[config.mk]
export PLATFORM = sky130hd
export DESIGN_NAME = operand_slice_register
export DESIGN_NICKNAME = d
export VERILOG_FILES = /design/src/rtl/mult_pkg.sv /design/src/rtl/slice_select.sv /design/src/rtl/operand_slice_register.sv
export SDC_FILE = /design/constraint.sdc
export NUM_CORES = 1
export LEC_CHECK = 0
export ABC_AREA = 1
export CAP_MARGIN = 25
export CORE_MARGIN = 2
export CORE_UTILIZATION = 40
export CTS_BUF_LIST = sky130_fd_sc_hd__clkbuf_8
export CTS_CLUSTER_DIAMETER = 200
export DETAILED_ROUTE_END_ITERATION = 8
export MAX_ROUTING_LAYER = met4
export PLACE_DENSITY = 0.76
export SLEW_MARGIN = 20
export SYNTH_ARGS = -nofsm -noshare
export SYNTH_HDL_FRONTEND = slang
export SYNTH_HIERARCHICAL = 1
export SYNTH_SLANG_ARGS = --single-unit
[constraint.sdc]
create_clock -name clk -period 1.1 [get_ports clk]
set_input_delay 0.22 -clock clk [delete_from_list [all_inputs] [get_ports clk]]
set_output_delay 0.22 -clock clk [all_outputs]
set_load 0.01 [all_outputs]
[src/rtl/mult_pkg.sv]
// Shared definitions for the multiplier datapath: default operand geometry,
// slice-index width helper and the operand-streaming state encoding.
package mult_pkg;

    localparam int DEF_WIDTH = 8;
    localparam int DEF_SLICE = 2;

    // Index width never collapses to zero bits, even for a single slice.
    function automatic int idx_width(input int n);
        if (n <= 1) begin
            return 1;
        end else begin
            return $clog2(n);
        end
    endfunction

    typedef enum logic [0:0] {
        IDLE   = 1'b0,
        STREAM = 1'b1
    } state_t;

endpackage

[src/rtl/slice_select.sv]
// Combinational slice picker: maps a stream step and order to a slice position
// and extracts that slice from the operand. Shared with the partial-product sequencer.
module slice_select
    import mult_pkg::*;
#(
    parameter int WIDTH = DEF_WIDTH,
    parameter int SLICE = DEF_SLICE,
    localparam int NSLICE = WIDTH / SLICE,
    localparam int IDXW = idx_width(NSLICE)
) (
    input  logic [WIDTH-1:0] operand,
    input  logic [IDXW-1:0]  count,
    input  logic             msb_first,
    output logic [SLICE-1:0] slice_out,
    output logic [IDXW-1:0]  slice_idx
);

    logic [IDXW-1:0]  w_idx;
    logic [SLICE-1:0] w_slice;

    // Step-to-position mapping as an AND-OR mux over constant positions.
    always_comb begin
        w_idx = {IDXW{1'b0}};
        for (int i = 0; i < NSLICE; i++) begin
            w_idx = w_idx | ({IDXW{count == IDXW'(i)}} &
                             (msb_first ? IDXW'(NSLICE - 1 - i) : IDXW'(i)));
        end
    end

    // Slice extraction with constant-width part-selects only.
    always_comb begin
        w_slice = {SLICE{1'b0}};
        for (int i = 0; i < NSLICE; i++) begin
            w_slice = w_slice | ({SLICE{w_idx == IDXW'(i)}} & operand[i*SLICE +: SLICE]);
        end
    end

    assign slice_idx = w_idx;
    assign slice_out = w_slice;

endmodule

[src/rtl/operand_slice_register.sv]
// Operand register for the multiplier: holds a WIDTH-bit operand as parallel slices
// and streams those slices one per cycle over a valid/ready handshake.
module operand_slice_register
    import mult_pkg::*;
#(
    parameter int WIDTH = DEF_WIDTH,
    parameter int SLICE = DEF_SLICE,
    localparam int NSLICE = WIDTH / SLICE,
    localparam int IDXW = idx_width(NSLICE)
) (
    input  logic             clk,
    input  logic             rst,
    input  logic             ld,
    input  logic             msb_first,
    input  logic [WIDTH-1:0] in,
    output logic             ld_ready,
    output logic [WIDTH-1:0] slices,
    output logic [SLICE-1:0] slice_out,
    output logic [IDXW-1:0]  slice_idx,
    output logic             slice_valid,
    input  logic             slice_ready,
    output logic             last
);

    if (SLICE < 1 || (WIDTH % SLICE) != 0) begin : g_bad_geometry
        $error("operand_slice_register: WIDTH must be a positive multiple of SLICE");
    end

    localparam logic [IDXW-1:0] LAST_CNT = IDXW'(NSLICE - 1);

    state_t            r_state;
    logic [WIDTH-1:0]  r_slices;
    logic              r_order;
    logic [IDXW-1:0]   r_cnt;
    logic              r_valid;

    logic              w_last;
    logic              w_accept;

    assign w_last   = r_valid && (r_cnt == LAST_CNT);
    // Combinational from slice_ready so a new operand follows the last slice with no bubble.
    assign ld_ready = (r_state == IDLE) || (w_last && slice_ready);
    assign w_accept = ld && ld_ready;

    // Load/stream control: capture on accept, advance on each transfer, idle after the last.
    always_ff @(posedge clk or posedge rst) begin
        if (rst) begin
            r_state  <= IDLE;
            r_slices <= {WIDTH{1'b0}};
            r_order  <= 1'b0;
            r_cnt    <= {IDXW{1'b0}};
            r_valid  <= 1'b0;
        end else begin
            case (r_state)
                IDLE: begin
                    if (w_accept) begin
                        r_state  <= STREAM;
                        r_slices <= in;
                        r_order  <= msb_first;
                        r_cnt    <= {IDXW{1'b0}};
                        r_valid  <= 1'b1;
                    end
                end
                STREAM: begin
                    if (w_accept) begin
                        r_state  <= STREAM;
                        r_slices <= in;
                        r_order  <= msb_first;
                        r_cnt    <= {IDXW{1'b0}};
                        r_valid  <= 1'b1;
                    end else if (r_valid && slice_ready) begin
                        if (w_last) begin
                            r_state <= IDLE;
                            r_valid <= 1'b0;
                        end else begin
                            r_cnt <= r_cnt + IDXW'(1);
                        end
                    end
                end
                default: begin
                    r_state <= IDLE;
                    r_valid <= 1'b0;
                end
            endcase
        end
    end

    slice_select #(
        .WIDTH (WIDTH),
        .SLICE (SLICE)
    ) u_slice_select (
        .operand   (r_slices),
        .count     (r_cnt),
        .msb_first (r_order),
        .slice_out (slice_out),
        .slice_idx (slice_idx)
    );

    assign slices      = r_slices;
    assign slice_valid = r_valid;
    assign last        = w_last;

endmodule

==> flow_summary.yaml, run 1 <==
run_status:
  status: "finished with violations"
  violations: "setup timing"
critical_path:
  slowest_delay_ps: 420
  reg2reg_slack_ps: -360
  path_max_fanout: 7
  r2r_cells: 8
  crit_top_cell: "buf_6"
  crit_arrival_ps: 1420
  critPathSlowestCell: "dfrtp_1"
  critPathLaunchType: "flip-flop"
  worstSetupPathType: "reg -> out"
  r2r_end: "r_cnt[0]"
  reg2reg_from: "r_cnt[1]"
  worst_ep_required_time_ps: 880
  crit_path_cell_trace: "buf_6, nand2_4, nand2_8, inv_2, nand3_2, nand2_1, inv_1, nand2_2, buf_6"
  end_kind: "output pin"
floorplan:
  dieArea_mm2: 0.00222
  io_pins: 28
  start_util_pct: 42.7
  rows: 15
  die_h_um: 47.1
  core_mm2: 0.00175
  die_x_um: 47.1
global_route:
  grt_pass1_wl_um: 3700
  grt_pass1_vias: 836
  antenna_found_initial: 0
  grt_max_degree: 14
  grt_busiest_layer: "met2"
  gr-usage-all-layers_pct: 25.7
  use_met1_pct: 28.6
  grt_overflow: 0
  use_met3_pct: 3.85
  grt_use_met2_pct: 41.4
routing:
  wl_um: 3130
  ant_nets: 0
  firstDrtPassIters: 4
  viasPerCell: 5.18
  drt_iter0_drc: 42
  vias: 942
  wire_per_inst_um: 17.2
  drc: 0
run:
  cap_violations: 0
cells_and_area:
  area_delta_synth_final_pct: 110
  multi_input_area_um2: 504
  fillers: 79
  utilization_pct: 89.7
  num-nets-final: 172
  register_area_um2: 327
  antenna-diode-count: 0
  layout-drive-gt1-share_pct: 59.9
  final_area_mm2: 0.00157
clocking:
  clk_pin_slew_worst_paths_ps: 60
  cts-hold-fix-buffers: 0
  worstSkewPairLatency_ps: 250
  htree_levels: 1
  cts_tree: "yes"
  cts.sinks: 13
  root_buffer: "clkbuf_8"
  cts_buffer_depth: 2
  cts_made_buffers: 3
pwr:
  peakVddDrop_v: 0.00214
  p_leak_nw: 0.777
  powerDensity_mw_per_mm2: 3070
placed_design:
  portBuffers: 27
  gp_congestion: 0.786
  post-place-ws_ps: -575
  post_dp_cell_area_mm2: 0.00116
  place_hpwl_um: 1440
hold_path:
  worst_hold_path_type: "in -> async"
sta:
  holdWs_ps: 270
  period_needed_ps: 1640
  clock.fmax_mhz: 611
  setup_violations: 26
  grt_setup_unrepaired: "yes"
  fin_crit_sh_pct: 149
  finalHoldViolCount: 0
  finClkSkew_ps: 1.66
  maxSlewViolCount: 0
  layout_setup_ws_ps: -538
  worst_slew_pin_slew_ps: 575
  relSlewSlack_pct: 61.6
synth:
  yosys_warnings: 6
  synth_cells: 95
  synth-seq-area-share_pct: 43.7
  syn_nets: 109
  syn-cell-area_um2: 744
  avgSynthCellArea_um2: 7.84
  yosys.cell_types.count: 17
  ys_ff_latch: 13
cells in the mapped netlist:
cell type | count | area [um^2]
a21oi_1 | 1 | 5.00
buf_2 | 1 | 5.00
buf_6 | 2 | 22.5
dfrtp_1 | 13 | 325
ha_1 | 1 | 12.5
inv_1 | 10 | 37.5
inv_2 | 4 | 15.0
nand2_1 | 33 | 124
nand2_2 | 2 | 12.5
nand2_4 | 4 | 45.0
nand3_1 | 17 | 85.1
nand3_2 | 2 | 20.0
nand4_1 | 1 | 6.26
nor2_1 | 1 | 3.75
nor2_2 | 1 | 6.26
nor2_4 | 1 | 11.3
nor3b_1 | 1 | 7.51
through the flow:
step	power, mW	std cells	TNS [ps]
2_1_floorplan	1.92	95	-767
6_report	4.81	182	-6520
3_3_place_gp	2.98	161	-7940
5_1_grt	5.03	182	-7450
4_1_cts	3.92	173	-5880
3_5_place_dp	3.05	161	-8420
area by class of cell:
| cell class | count | area share (%) |
|---|---|---|
| clock buffers | 3 | 2.64 |
| clock inverters | 1 | 0.240 |
| inverters | 14 | 3.51 |
| multi-input cells | 66 | 32.2 |
| flip-flops and latches | 13 | 20.8 |
| well taps | 25 | 2.00 |
| repair buffers | 60 | 38.6 |
power breakdown:
part	leakage (nW)	internal, mW	switching (mW)	total (mW)
clock network	0.0269	0.247	0.185	0.432
logic	0.594	1.86	1.60	3.46
registers	0.156	0.692	0.226	0.918
worst max-delay path: cells and delay by family, from the launching register on:
family                 cells  cell delay, ps
buffers and inverters      4             370
DFF                        1             420
and+or+nand+nor            5             380
flip-flops by register name (all words and copies together), names as in the netlist:
signal / flops
r_cnt: 2
r_order: 1
r_state: 1
slice_valid: 1
slices: 8
kinds of logic (layout without fill, tap and decap cells):
kind of cell | Yosys count | count (layout) | synth area share, %
AND/OR/NAND/NOR | 63 | 64 | 43.2
flip-flops | 13 | 13 | 43.7
AO/OA/AOI/OAI | 1 | 1 | 0.672
adder cells (fa/ha/maj) | 1 | 1 | 1.68
buffers and inverters | 17 | 78 | 10.8
how the worst max path moves through the flow:
| stage | from | endpoint | slack (ps) |
|---|---|---|---|
| after detailed placement | r_cnt[0] | slice_out[0] | -570 |
| after global routing | r_cnt[0] | slice_out[1] | -590 |
| after floorplan | r_cnt[0] | slices[2] | -60 |
| final | r_cnt[0] | slice_out[1] | -540 |
| after global placement | slice_ready | ld_ready | -550 |
| after CTS | r_cnt[1] | slice_out[0] | -470 |
repair_timing:
action,in CTS,in global routing
gates resized for setup,85,46
buffers inserted,6,12
pin swaps,7,13
setup endpoints to repair,28,28
gates cloned,2,0
cells in the final DEF (no fill, tap or decap):
cell type        Yosys  routed
buf_12               0       1
nand4_1              1       1
a21oi_2              0       1
buf_4                0      18
nor2_1               1       1
dfrtp_1             13      12
nand3_2              2       7
clkbuf_8             0       3
nor3b_1              1       1
buf_6                2      29
inv_1               10      10
inv_4                0       1
nand2_1             33      15
nand3_1             17      11
dlymetal6s2s_1       0       1
dfrtp_2              0       1
nand2_4              4       6
clkdlybuf4s50_1      0      11
ha_2                 0       1
nor2_4               1       2
nand2_2              2      15
inv_2                4       4
nand3_4              0       1
nand2_8              0       4
layer usage:
layer,vias up,part of all wire [%]
met5,-,0
met4,0,4.6
met3,15,5.5
met2,51,53
met1,453,37
li1,423,-
Note: power is estimated with default switching activity, not from simulation.
==> inputs of run 2 (changes only) <==
--- a/config.mk
+++ b/config.mk
@@ -13,7 +13,7 @@
 export CTS_CLUSTER_DIAMETER = 200
 export DETAILED_ROUTE_END_ITERATION = 8
 export MAX_ROUTING_LAYER = met4
-export PLACE_DENSITY = 0.76
+export PLACE_DENSITY_LB_ADDON = 0.25
 export SLEW_MARGIN = 20
 export SYNTH_ARGS = -nofsm -noshare
 export SYNTH_HDL_FRONTEND = slang
==> run 2 against run 1 <==
  * Critical path depth unchanged
  * The flow still finishes with violations (setup timing)
  * First-iteration DRC count fell by 48%
  * Sequential cell count is the same
  * Worst setup slack worse by 20 ps
  * Highest routed layer unchanged
==> flow_summary.yaml, run 2 (synthesized netlist as in run 1, its figures left out) <==
critical_path:
  worst_ep_required_time_ps: 880
  crit_arrival_ps: 1440
  critical-path-top-delay-family: "flip-flops"
  slowest_delay_ps: 430
  cp_num_buf_inv: 4
  crit_path_cell_trace: "inv_1, nand2_2, nand2_8, inv_2, nand3_1, nand2_1, inv_1, nand2_2, buf_6"
  path_max_fanout: 7
  worstSetupPathType: "reg -> out"
  end_kind: "output pin"
  critPathLaunchType: "flip-flop"
  critPathSlowestCell: "dfrtp_1"
clocking:
  cts.sinks: 13
  worstSkewPairLatency_ps: 250
  cts_buffer_depth: 2
  root_buffer: "clkbuf_8"
  htree_levels: 1
  clk_pin_slew_worst_paths_ps: 60
  cts_made_buffers: 3
  cts_tree: "yes"
sta:
  fin_crit_sh_pct: 151
  clock.fmax_mhz: 603
  finClkSkew_ps: 5.21
  layout_setup_ws_ps: -558
  period_needed_ps: 1660
  holdWs_ps: 258
  grt_setup_unrepaired: "yes"
  worst_slew_pin_slew_ps: 542
  maxSlewViolCount: 0
  setup_violations: 24
  finalHoldViolCount: 0
  relSlewSlack_pct: 63.9
routing:
  wl_um: 2690
  firstDrtPassIters: 4
  drc: 0
  viasPerCell: 4.86
  drt_iter0_drc: 22
  ant_nets: 0
  wire_per_inst_um: 14.8
  vias: 884
cells_and_area:
  layout_common_cells: "25 x buf_6, 20 x nand2_1, 19 x buf_4"
  multi_input_area_um2: 492
  antenna-diode-count: 0
  area_delta_synth_final_pct: 108
  largest_reg_flops: 8
  final_common_cell: "buf_6"
  register_area_um2: 325
  layout-drive-gt1-share_pct: 55.4
  final_area_mm2: 0.00155
  num-nets-final: 172
  utilization_pct: 88.5
  fillers: 81
pwr:
  powerDensity_mw_per_mm2: 3000
  peakVddDrop_v: 0.00201
  p_leak_nw: 0.767
placed_design:
  post_dp_cell_area_mm2: 0.00117
  portBuffers: 27
  post-place-ws_ps: -577
  place_hpwl_um: 1360
  gp_congestion: 0.727
global_route:
  gr-usage-all-layers_pct: 22.0
  use_met3_pct: 1.15
  use_met1_pct: 30.4
  grt_use_met2_pct: 34.8
  grt_overflow: 0
  grt_busiest_layer: "met2"
  grt_max_degree: 14
  grt_pass1_wl_um: 3320
  antenna_found_initial: 0
  grt_pass1_vias: 738
floorplan:
  die_x_um: 47.1
  start_util_pct: 42.7
  dieArea_mm2: 0.00222
  io_pins: 28
  rows: 15
  die_h_um: 47.1
  core_mm2: 0.00175
run:
  cap_violations: 0
run_status:
  status: "finished with violations"
  violations: "setup timing"
hold_path:
  worst_hold_path_type: "in -> async"
run 2: area by class of cell:
class,count,area share (%)
clock buffer,3,2.67
clock inverter,1,0.243
inverter,14,3.56
multi-input combinational,66,31.8
sequential,13,21.1
tap,25,2.02
timing repair buffer,60,38.6
run 2: worst paths after layout:
check / startpoint / endpoint / slack [ps] / cells after the start
max: r_cnt[1] / slice_out[1] / -560 / 9
min: rst / slices[6] / 260 / 3
max reg2reg: r_cnt[1] / r_cnt[0] / -330 / 9
min reg2reg: slices[7] / slices[7] / 610 / 3
max in group asynchronous: rst / slices[4] / 680 / 3
min in group clk: in[1] / slices[1] / 530 / 3
run 2: what timing repair did:
action,4_1_cts,5_1_grt
buffers inserted,7,11
hold buffers,0,0
pin swaps,7,12
setup endpoints to repair,28,28
gates cloned,1,0
gates resized for setup,90,24
run 2: per-stage QoR:
stage / TNS (ps) / std cells / total power, mW
after floorplan: -767 / 95 / 1.92
after global placement: -7640 / 162 / 2.96
after detailed placement: -7980 / 162 / 3.02
after CTS: -4090 / 173 / 3.85
after global routing: -6960 / 182 / 4.90
final: -5950 / 182 / 4.64
run 2: metal layers:
layer | routed length, um | share of wire [%] | up-vias
met3 | 53 | 2.0 | 6
met5 | 0 | 0 | -
met4 | 40 | 1.5 | 0
li1 | - | - | 423
met1 | 1140 | 42 | 434
met2 | 1460 | 54 | 21
run 2: worst min-delay path, delay by kind of cell:
kind	cells	cell delay, ps
buffers and inverters	3	640
run 2: report_power, final:
part | internal [mW] | switching [mW]
clock | 0.247 | 0.176
combinational | 1.80 | 1.52
sequential | 0.689 | 0.206
total | 2.74 | 1.90
